===== src/rtl/i2c_config_sequencer.sv =====
// Write-only I2C master that pushes NUM_WORDS table words to a codec, one transaction per word,
// with open-drain SDA, real ACK sampling and per-word NACK retry.
//
// state   | meaning
// IDLE    | bus released, waiting for i_start
// START   | START condition, 4 quarters
// DATA    | one data bit per 4-quarter slot, MSB first
// ACK     | SDA released, slave ACK sampled at end of Q2
// STOP    | STOP condition, then next word / retry / done / error
// DONE    | all words ACKed
// ERROR   | retries exhausted on o_err_idx
module i2c_config_sequencer #(
    parameter int NUM_WORDS      = 11,
    parameter int BYTES_PER_WORD = 3,
    parameter int CLK_DIV        = 4,
    parameter int MAX_RETRY      = 3,
    parameter int IDX_W          = (NUM_WORDS > 1) ? $clog2(NUM_WORDS) : 1
) (
    input  logic                        i_clk,
    input  logic                        i_rst_n,
    input  logic                        i_start,
    output logic [IDX_W-1:0]            o_word_idx,
    input  logic [8*BYTES_PER_WORD-1:0] i_word,
    output logic                        o_busy,
    output logic                        o_finished,
    output logic                        o_error,
    output logic [IDX_W-1:0]            o_err_idx,
    output logic                        o_sclk,
    output logic                        o_sda_low,
    input  logic                        i_sda
);
    localparam int WW = 8 * BYTES_PER_WORD;
    localparam int QW = (CLK_DIV > 1) ? $clog2(CLK_DIV) : 1;
    localparam int BW = (BYTES_PER_WORD > 1) ? $clog2(BYTES_PER_WORD) : 1;
    localparam int RW = (MAX_RETRY > 0) ? $clog2(MAX_RETRY + 1) : 1;

    localparam logic [QW-1:0]    QCNT_LOAD = QW'(CLK_DIV - 1);
    localparam logic [BW-1:0]    LAST_BYTE = BW'(BYTES_PER_WORD - 1);
    localparam logic [IDX_W-1:0] LAST_IDX  = IDX_W'(NUM_WORDS - 1);
    localparam logic [RW-1:0]    RETRY_MAX = RW'(MAX_RETRY);

    typedef enum logic [2:0] {
        S_IDLE, S_START, S_DATA, S_ACK, S_STOP, S_DONE, S_ERROR
    } state_t;

    state_t          state;
    logic [QW-1:0]   qcnt;
    logic [1:0]      quarter;
    logic [2:0]      bit_cnt;
    logic [BW-1:0]   byte_cnt;
    logic [WW-1:0]   sreg;
    logic            nack;
    logic [RW-1:0]   retry;

    // Bus outputs are registered from the current position, so they trail it by one cycle.
    always_ff @(posedge i_clk or negedge i_rst_n) begin
        if (!i_rst_n) begin
            state      <= S_IDLE;
            qcnt       <= '0;
            quarter    <= '0;
            bit_cnt    <= '0;
            byte_cnt   <= '0;
            sreg       <= '0;
            nack       <= 1'b0;
            retry      <= '0;
            o_word_idx <= '0;
            o_err_idx  <= '0;
            o_busy     <= 1'b0;
            o_finished <= 1'b0;
            o_error    <= 1'b0;
            o_sclk     <= 1'b1;
            o_sda_low  <= 1'b0;
        end else begin
            case (state)
                S_START: begin
                    o_sclk    <= (quarter != 2'd3);
                    o_sda_low <= (quarter >= 2'd2);
                end
                S_DATA: begin
                    o_sclk    <= (quarter == 2'd1) || (quarter == 2'd2);
                    o_sda_low <= ~sreg[WW-1];
                end
                S_ACK: begin
                    o_sclk    <= (quarter == 2'd1) || (quarter == 2'd2);
                    o_sda_low <= 1'b0;
                end
                S_STOP: begin
                    o_sclk    <= (quarter != 2'd0);
                    o_sda_low <= (quarter <= 2'd1);
                end
                default: begin
                    o_sclk    <= 1'b1;
                    o_sda_low <= 1'b0;
                end
            endcase

            if (state == S_IDLE || state == S_DONE || state == S_ERROR) begin
                if (i_start) begin
                    state      <= S_START;
                    qcnt       <= QCNT_LOAD;
                    quarter    <= '0;
                    o_word_idx <= '0;
                    retry      <= '0;
                    o_finished <= 1'b0;
                    o_error    <= 1'b0;
                    o_busy     <= 1'b1;
                end
            end else if (qcnt != '0) begin
                qcnt <= qcnt - 1'b1;
            end else begin
                qcnt    <= QCNT_LOAD;
                quarter <= quarter + 2'd1;
                if (state == S_ACK && quarter == 2'd2)
                    nack <= i_sda;
                if (quarter == 2'd3) begin
                    case (state)
                        S_START: begin
                            state    <= S_DATA;
                            sreg     <= i_word;
                            bit_cnt  <= '0;
                            byte_cnt <= '0;
                            nack     <= 1'b0;
                        end
                        S_DATA: begin
                            sreg <= sreg << 1;
                            if (bit_cnt == 3'd7)
                                state <= S_ACK;
                            else
                                bit_cnt <= bit_cnt + 3'd1;
                        end
                        S_ACK: begin
                            if (nack || byte_cnt == LAST_BYTE) begin
                                state <= S_STOP;
                            end else begin
                                byte_cnt <= byte_cnt + 1'b1;
                                bit_cnt  <= '0;
                                state    <= S_DATA;
                            end
                        end
                        S_STOP: begin
                            if (!nack) begin
                                if (o_word_idx == LAST_IDX) begin
                                    state      <= S_DONE;
                                    o_finished <= 1'b1;
                                    o_busy     <= 1'b0;
                                end else begin
                                    o_word_idx <= o_word_idx + 1'b1;
                                    retry      <= '0;
                                    state      <= S_START;
                                end
                            end else if (retry < RETRY_MAX) begin
                                retry <= retry + 1'b1;
                                state <= S_START;
                            end else begin
                                state     <= S_ERROR;
                                o_error   <= 1'b1;
                                o_err_idx <= o_word_idx;
                                o_busy    <= 1'b0;
                            end
                        end
                        default: state <= S_IDLE;
                    endcase
                end
            end
        end
    end
endmodule


===== config.mk =====
export PLATFORM = sky130hd
export DESIGN_NAME = i2c_config_sequencer
export DESIGN_NICKNAME = d
export VERILOG_FILES = /design/src/rtl/i2c_config_sequencer.sv
export SDC_FILE = /design/constraint.sdc
export NUM_CORES = 1
export LEC_CHECK = 0
export CAP_MARGIN = 20
export CORE_MARGIN = 2
export CORE_UTILIZATION = 45
export CTS_BUF_LIST = sky130_fd_sc_hd__clkbuf_4 sky130_fd_sc_hd__clkbuf_8
export CTS_CLUSTER_DIAMETER = 30
export CTS_CLUSTER_SIZE = 8
export DETAILED_ROUTE_END_ITERATION = 12
export PLACE_DENSITY = 0.75
export SKIP_LAST_GASP = 1
export SLEW_MARGIN = 20
export SYNTH_ARGS = -nofsm -noshare
export SYNTH_HDL_FRONTEND = slang
export SYNTH_SLANG_ARGS = --single-unit

===== constraint.sdc =====
create_clock -name i_clk -period 2.3 [get_ports i_clk]
set_clock_uncertainty 0.05 [all_clocks]
set_input_delay 0.345 -clock i_clk [delete_from_list [all_inputs] [get_ports i_clk]]
set_output_delay 0.345 -clock i_clk [all_outputs]
set_load 0.05 [all_outputs]

# --- Word level (Yosys, flattened, before mapping) ---
# Index checks and enable logic that the tools add are counted.
op_classes:
  addsub: 6
  n_lt_le_gt_ge: 3
  n_eq_ne: 24
  muxes: 62
  bitwise_logic: 4
  reduce_logical: 29
op_table:
  columns: ["op", "count"]
  rows:
  - ["24-bit one-hot mux with 2 select lines", 1]
  - ["6-bit AND reduction", 7]
  - ["3-bit two-way mux", 11]
  - ["2-bit two-way mux", 14]
  - ["4-bit two-way mux", 7]
  - ["1-bit two-way mux", 24]
  - ["2-bit nonzero test", 8]
  - ["2-bit inequality test, second input constant", 7]
  - ["3-bit equality test, second input constant", 4]
  - ["3-bit one-hot mux with 4 select lines", 1]
  - ["3-bit inequality test, second input constant", 3]
  - ["3-bit one-hot mux with 3 select lines", 1]
  - ["4-bit AND reduction", 2]
  - ["2-bit by 1-bit adder with 2-bit output, second input constant", 3]
  - ["2-bit equality test, second input constant", 3]
  - ["3-bit by 2-bit equality test with 1-bit output, second input constant", 2]
  - ["1-bit one-hot mux with 3 select lines", 2]
  - ["3-bit nonzero test", 2]
  - ["5-bit AND reduction", 1]
  - ["4-bit by 1-bit adder with 4-bit output, second input constant", 1]
  - ["4-bit equality test, second input constant", 1]
  - ["1-bit logical OR", 4]
  - ["1-bit NOT", 4]
  - ["2-bit one-hot mux with 2 select lines", 1]
  - ["other kinds (13)", 14]
word_totals:
  ff_bits: 52
  in_bits: 28
  word_cells: 143

# --- Logic depth before layout (Yosys ltp) ---
# Gate-level depths: netlist of run 1.
logic_depth:
  depth_word: 7
  ltp_mapped: 9
  depth_no_buf: 6

# --- Worst setup path before layout of run 1 ---
# Ideal clock, no wire load.
synth_timing:
  path_kind: "register to register"
  startpoint: "register o_word_idx[1]"
  endpoint: "register retry[0]"
  setup_time_ps: 125
  t_arrival_ps: 1790
  setup_slack_ps: 336
  path_stages_with_launch: 6
  path_cell_list: "dfrtp_1 > ha_1 > nand3b_1 > o21a_1 > o22ai_1 > mux2_2"
synth_between:
  elab_chain_cells: 3
synth_rtl:
  columns: ["element", "line_no", "text"]
  rows:
  - ["start, declared", "22", "output logic [IDX_W-1:0] o_word_idx,"]
  - ["start signal, assigned", "147", "o_word_idx <= o_word_idx + 1'b1;"]
  - ["4-bit equality test", "142", "if (o_word_idx == LAST_IDX) begin"]
  - ["3-bit inequality test (no source line)", null, null]
  - ["6-bit AND reduction (no source line)", null, null]
  - ["end signal, assigned", "152", "retry <= retry + 1'b1;"]
  - ["end, declared", "53", "logic [RW-1:0] retry;"]
# Every way passes these cells.
# A chain may end at the register's enable or synchronous reset.

# --- Worst setup path after layout of run 1 ---
layout_timing:
  startpoint: "register quarter[1]"
  endpoint: "register sreg[7]"
layout_between:
  elab_chain_cells: 2
layout_rtl:
  columns: ["element", "line_no", "text"]
  rows:
  - ["start, declared", "48", "logic [1:0] quarter;"]
  - ["start signal, assigned", "112", "quarter <= quarter + 2'd1;"]
  - ["2-bit equality test", "115", "if (quarter == 2'd3) begin"]
  - ["4-bit AND reduction (no source line)", null, null]
  - ["end signal, assigned", "119", "sreg <= i_word;"]
  - ["end signal, assigned", "125", "sreg <= sreg << 1;"]
  - ["end, declared", "51", "logic [WW-1:0] sreg;"]
# Every way passes these cells.

==> results of run 1 <==
layout make-up:
cell class | instances | area share, %
repair buffers | 51 | 14.7
flip-flops and latches | 52 | 38.8
clock inverters | 1 | 0.224
multi-input cells | 190 | 39.2
clock buffers | 7 | 2.69
inverters | 14 | 1.57
well taps | 75 | 2.80
metrics by stage:
stage               utilization [%]  area [µm²]  worst slack [ns]  hold WS (ns)
floorplan                         -        2750             0.336     -0.000591
global placement               54.8        3250             0.304         0.309
detailed placement             54.8        3250             0.240         0.310
CTS                            56.6        3350             0.223         0.418
global route                   56.6        3350            0.0266         0.456
finish                         56.6        3350             0.241         0.409
sequential cells by signal (all words and copies together) (netlist names), 2 cells and up:
signal and cells:
bit_cnt 3, o_err_idx 4, retry 2, quarter 2, qcnt 2, sreg 24
o_word_idx 4, state 3, byte_cnt 2
report_power, final:
part,internal (µW),switching [µW]
logic,748,894
registers,1240,195
clock network,257,301
total,2240,1390
critical path, cell delays in order, from the launching register on:
cell	delay [ns]
dfrtp_1	0.43
ha_1	0.32
nand2_1	0.26
or3_1	0.41
buf_4	0.26
nand2_1	0.11
o21ai_0	0.09
layout by cell type, fill, tap and decap left out, types with 2 or more instances in the layout:
| master | count |
|---|---|
| clkbuf_8 | 6 |
| nand2b_1 | 4 |
| a21oi_1 | 4 |
| nand3_1 | 3 |
| o211ai_1 | 3 |
| and3_1 | 3 |
| buf_4 | 9 |
| nand3b_1 | 2 |
| nor2_1 | 4 |
| or3_1 | 4 |
| nor2b_1 | 3 |
| a21o_1 | 3 |
| ha_1 | 11 |
| nand2_1 | 37 |
| o21ai_0 | 36 |
| o31ai_1 | 2 |
| nor3_1 | 5 |
| dfrtp_1 | 51 |
| a31oi_1 | 3 |
| a31o_2 | 2 |
| o22ai_1 | 3 |
| inv_1 | 14 |
| mux2i_1 | 29 |
| clkdlybuf4s50_1 | 39 |
| mux2_2 | 7 |
| o21a_1 | 4 |
| nand4_1 | 2 |
metal layers:
metal / share of wire, % / wire length (µm) / up-vias
met3: 4.4 / 231 / 7
met1: 46 / 2440 / 979
li1: - / - / 1042
met2: 48 / 2560 / 50
met4: 1.3 / 68 / 0
met5: 0 / 0 / -
final timing paths:
kind	cells past startpoint	end	slack, ns	start
worst max register to register	6	sreg[7]$_DFFE_PN0P_	0.24	quarter[1]$_DFFE_PN0P_
worst max-delay path	6	sreg[7]$_DFFE_PN0P_	0.24	quarter[1]$_DFFE_PN0P_
worst min-delay path	1	o_sda_low$_DFF_PN0_	0.41	sreg[23]$_DFFE_PN0P_
max in group asynchronous	3	o_sclk$_DFF_PN1_	1.43	i_rst_n
worst min register to register	1	o_sda_low$_DFF_PN0_	0.41	sreg[23]$_DFFE_PN0P_
min in group asynchronous	3	qcnt[1]$_DFFE_PN0P_	0.50	i_rst_n
cells by family (layout without fill, tap and decap cells):
group / Yosys count / count (layout)
and+or+nand+nor: 74 / 74
AOI/OAI and AO/OA: 67 / 67
DFF: 52 / 52
muxes: 36 / 36
buffers and inverters: 30 / 73
adders and majority gates: 11 / 11
xor gates and xnor gates: 2 / 2
timing repair:
item                                   in CTS  in global routing
endpoints found under the hold margin      51                  0
buffers inserted                            0                  0
hold buffers                                1                  0
==> results.tsv, run 1 <==
metric	value	unit
finalPower	3630	µW
grt_pass1_vias	1966	
area_delta_synth_final	22.0	%
critPathLaunchType	register	
fp-row-count	28	
register_area	0.00130	mm²
synth-seq-cells	52	
drive_above_1_share	10.2	%
fin_cells	390	
cts_root_buffer	clkbuf_8	
synth_compound_area_share	14.8	%
fin_crit_sh	89.5	%
synth_top_flop_cell	dfrtp_1	
clock-sinks	52	
min_period	2.06	ns
synth_nets	311	
tightest_slew	0.496	ns
netlist.area_leader.share	46.4	%
cts_inserted_buffers	5	
crit_fanout	48	
end_kind	register	
fmax	486	MHz
crit_type	reg2reg	
grt_max_degree	53	
vdd_drop_max	0.447	mV
synth-adder-area-share	5.01	%
p_per_area	1080	mW/mm²
place_hpwl	3.76	mm
start_util	46.4	%
chipWidth	82.1	µm
maxSlewHeadroom	66.6	%
synth_cell_types	44	
worstHoldPathType	reg2reg	
dieHeight	82.1	µm
fin_nets	353	
antenna_cells	0	
ys_top_cells_by_area	dfrtp_1 (46%), mux2i_1 (11%), o21ai_0 (6.6%)	
cts_buffer_depth	2	
status	completed	
cts_resized	0	
vias	2078	
io_pins	41	
wire_per_inst	13.6	µm
netlist_area	0.00275	mm²
synth.largest_area_cell	dfrtp_1	
synth_top_family_by_area	compound AO/OA/AOI/OAI gates	
coreArea	0.00592	mm²
grt_pass1_wl	9.10	mm
dp.cells	381	
avgSynthCellArea	10.1	µm²
fill_cells	533	
synth-xor-area-share	0.638	%
grt_overflow	0	
ys_seq_area_share	47.4	%
synthMuxAreaShare	13.4	%
busiest_layer	met2	
total_leakage_power	0.00161	µW
die_area	0.00675	mm²
vias_per_cell	5.33	
synth_cells	272	
cap_violations	0	
dr.pass1.iters	4	
use_met1	22.5	%
async_flop_share	100	%
numPortBuffers	40	
tns	0	ns
cts_tree	yes	
drv_slew	0	
drc	0	
synth_warnings	0	
rsz0062_at_grt	false	
hold_violations	0	
wl	5.31	mm
antenna_found_initial	0	
synthSimpleGateAreaFrac	13.7	%
multi_input_area	0.00131	mm²
grt_util_met3	4.13	%
clock_latency	0.31	ns
clkSlewWorstSetupHoldPaths	0.09	ns
met2_usage	28.9	%
drtAntennaViolNets	0	
drt_iter0_drc	91	
globalplace.congestion	0.787	
required	2.43	ns
synth_most_common_cell	dfrtp_1	
setup_viol	0	
synthTopCellsByCount	dfrtp_1 (51), nand2_1 (37), o21ai_0 (36), mux2i_1 (29), inv_1 (14)	
synth_edf_count	0	
htreeDepth	2	
track_usage	17.5	%
crit_arrival	2.18	ns
(Power assumes the default switching activity.)
==> run 2, diff against run 1 <==
SLEW_MARGIN = 15   (was 20)
==> results of run 2 <==
The final DEF is identical to that of run 1; final timing and power are the same.
==> run 3, diff against run 2 <==
CORE_UTILIZATION = 56   (was 45)
PLACE_DENSITY = 0.89   (was 0.75)
==> results.tsv, run 3 (synthesized netlist as in run 1, its figures left out) <==
metric	value	unit	change
fill_cells	349		was 533
numPortBuffers	40		unchanged
largest_register_ff_count	24		unchanged
status	completed		unchanged
path_cells	ha_1, nand2_1, or3_1, buf_4, nand2_1, o21ai_0		unchanged
rsz0062_at_grt	false		unchanged
grt_overflow	0		unchanged
drt_iter0_drc	183		was 91
fin_crit_sh	88.1	%	was 89.5%
setup_viol	0		unchanged
min_period	2.03	ns	was 2.06 ns
postPlaceCellArea	0.00322	mm²	was 0.00325 mm²
final_common_cell	dfrtp_1		unchanged
final_cell_area	0.00334	mm²	was 0.00335 mm²
antenna_cells	0		unchanged
cts_setup_buffers	0		unchanged
cpMostUsedCell	nand2_1		unchanged
critPathLaunchType	register		unchanged
die_area	0.00548	mm²	was 0.00675 mm²
chipWidth	74.0	µm	was 82.1 µm
drv_slew	0		unchanged
cts_tree	yes		unchanged
r2r_cells	6		unchanged
cts_buffer_depth	2		unchanged
drc	0		unchanged
tightest_slew	0.643	ns	was 0.496 ns
layout_common_cells	dfrtp_1 (51), clkdlybuf4s50_1 (39), nand2_1 (37)		unchanged
timing.rr.start	quarter[0]$_DFFE_PN0P_		was quarter[1]$_DFFE_PN0P_
dp.cells	373		was 381
grt_pass1_wl	9.12	mm	was 9.10 mm
crit_arrival	2.15	ns	was 2.18 ns
worstHoldPathType	in2async		was reg2reg
cts_inserted_buffers	5		unchanged
fmax	494	MHz	was 486 MHz
antenna_found_initial	0		unchanged
coreArea	0.00472	mm²	was 0.00592 mm²
wl	5.34	mm	was 5.31 mm
end_kind	register		unchanged
cts_resized	0		unchanged
holdBufCountCts	0		was 1
dr.pass1.iters	4		unchanged
fp-row-count	25		was 28
crit_type	reg2reg		unchanged
track_usage	21.5	%	was 17.5%
start_util	58.2	%	was 46.4%
hold_violations	0		unchanged
rr_endpoint	sreg[23]$_DFFE_PN0P_		was sreg[7]$_DFFE_PN0P_
clock-sinks	52		unchanged
htreeDepth	2		unchanged
critPathSlowestCell	dfrtp_1		unchanged
globalplace.congestion	0.843		was 0.787
vias	2123		was 2078
fin_cells	381		was 390
regMostFlops	sreg		unchanged
r2r_slack	0.27	ns	was 0.24 ns
cap_violations	0		unchanged
dieHeight	74.0	µm	was 82.1 µm
place_hpwl	3.74	mm	was 3.76 mm
drtAntennaViolNets	0		unchanged
clock_latency	0.30	ns	was 0.31 ns
maxSlewHeadroom	57.1	%	was 66.6%
reg_top3	sreg x24, o_err_idx x4, o_word_idx x4		unchanged
wire_per_inst	14.0	µm	was 13.6 µm
grt_max_degree	53		unchanged
required	2.43	ns	about the same
vias_per_cell	5.57		was 5.33
p_per_area	1120	mW/mm²	was 1080 mW/mm²
drive_above_1_share	10.2	%	about the same
vdd_drop_max	0.672	mV	was 0.447 mV
tns	0	ns	unchanged
multi_input_area	0.00131	mm²	unchanged
fin_nets	352		was 353
area_delta_synth_final	21.7	%	was 22.0%
cts_root_buffer	clkbuf_8		unchanged
path_buf_inv	1		unchanged
register_area	0.00130	mm²	unchanged
path_delay_family	simple AND/OR/NAND/NOR gates		unchanged
total_leakage_power	0.00162	µW	was 0.00161 µW
crit_fanout	48		unchanged
max_stage_delay	0.42	ns	was 0.43 ns
io_pins	41		unchanged
grt_pass1_vias	2076		was 1966
clkSlewWorstSetupHoldPaths	0.10	ns	was 0.09 ns
run 3: cell count changes in the layout (fill, tap and decap cells not counted):
cell	delta
clkbuf_4	-1
clkinv_4	+1
buf_12	-1
bufinv_16	+1
clkinvlp_4	-1
dlygate4sd3_1	-1
buf_4	+1
run 3: metal layers:
layer | routed length (µm) | up-vias | GRT usage [%]
met5 | 0 | - | 0
met4 | 67 | 0 | 7.47
met3 | 194 | 6 | 4.20
met2 | 2720 | 45 | 36.7
met1 | 2360 | 1030 | 27.5
li1 | - | 1042 | -
run 3: report_power, final:
group	internal, µW	switching [µW]	leakage (µW)	total [µW]
sequential	1240	203	0.000614	1440
combinational	745	904	0.000942	1650
clock	356	307	0.0000614	663
run 3: worst max path at each step:
stage,startpoint,endpoint,cells past startpoint,slack [ns]
after floorplan,o_word_idx[1]$_DFFE_PN0P_,retry[0]$_DFFE_PN0P_,5,0.34
after global placement,i_start,retry[0]$_DFFE_PN0P_,5,0.32
after detailed placement,quarter[0]$_DFFE_PN0P_,sreg[3]$_DFFE_PN0P_,6,0.30
after CTS,quarter[0]$_DFFE_PN0P_,sreg[23]$_DFFE_PN0P_,6,0.27
after global routing,quarter[0]$_DFFE_PN0P_,sreg[6]$_DFFE_PN0P_,6,0.05
final,quarter[0]$_DFFE_PN0P_,sreg[23]$_DFFE_PN0P_,6,0.27
run 3: layout make-up:
class	instances	area share (%)
clock inverters	2	1.16
inverters	14	1.57
well taps	67	2.51
clock buffers	6	2.47
multi-input cells	190	39.3
flip-flops and latches	52	38.9
repair buffers	50	14.1
run 3: worst register-to-register path, stage by stage (launching register included):
cell and delay (ns):
dfrtp_1 0.42, ha_1 0.31, nand2_1 0.25, or3_1 0.40
buf_4 0.26, nand2_1 0.12, o21ai_0 0.09
run 3: metrics by stage:
| stage | util (%) | worst slack, ns | hold WS, ns | total power, µW |
|---|---|---|---|---|
| 6_report | 70.8 | 0.274 | 0.0951 | 3750 |
| 3_3_place_gp | 68.2 | 0.315 | 0.404 | 3020 |
| 4_1_cts | 70.8 | 0.270 | 0.120 | 3790 |
| 5_1_grt | 70.8 | 0.0513 | 0.148 | 4040 |
| 2_1_floorplan | - | 0.336 | -0.000591 | 2670 |
| 3_5_place_dp | 68.2 | 0.297 | 0.410 | 3110 |
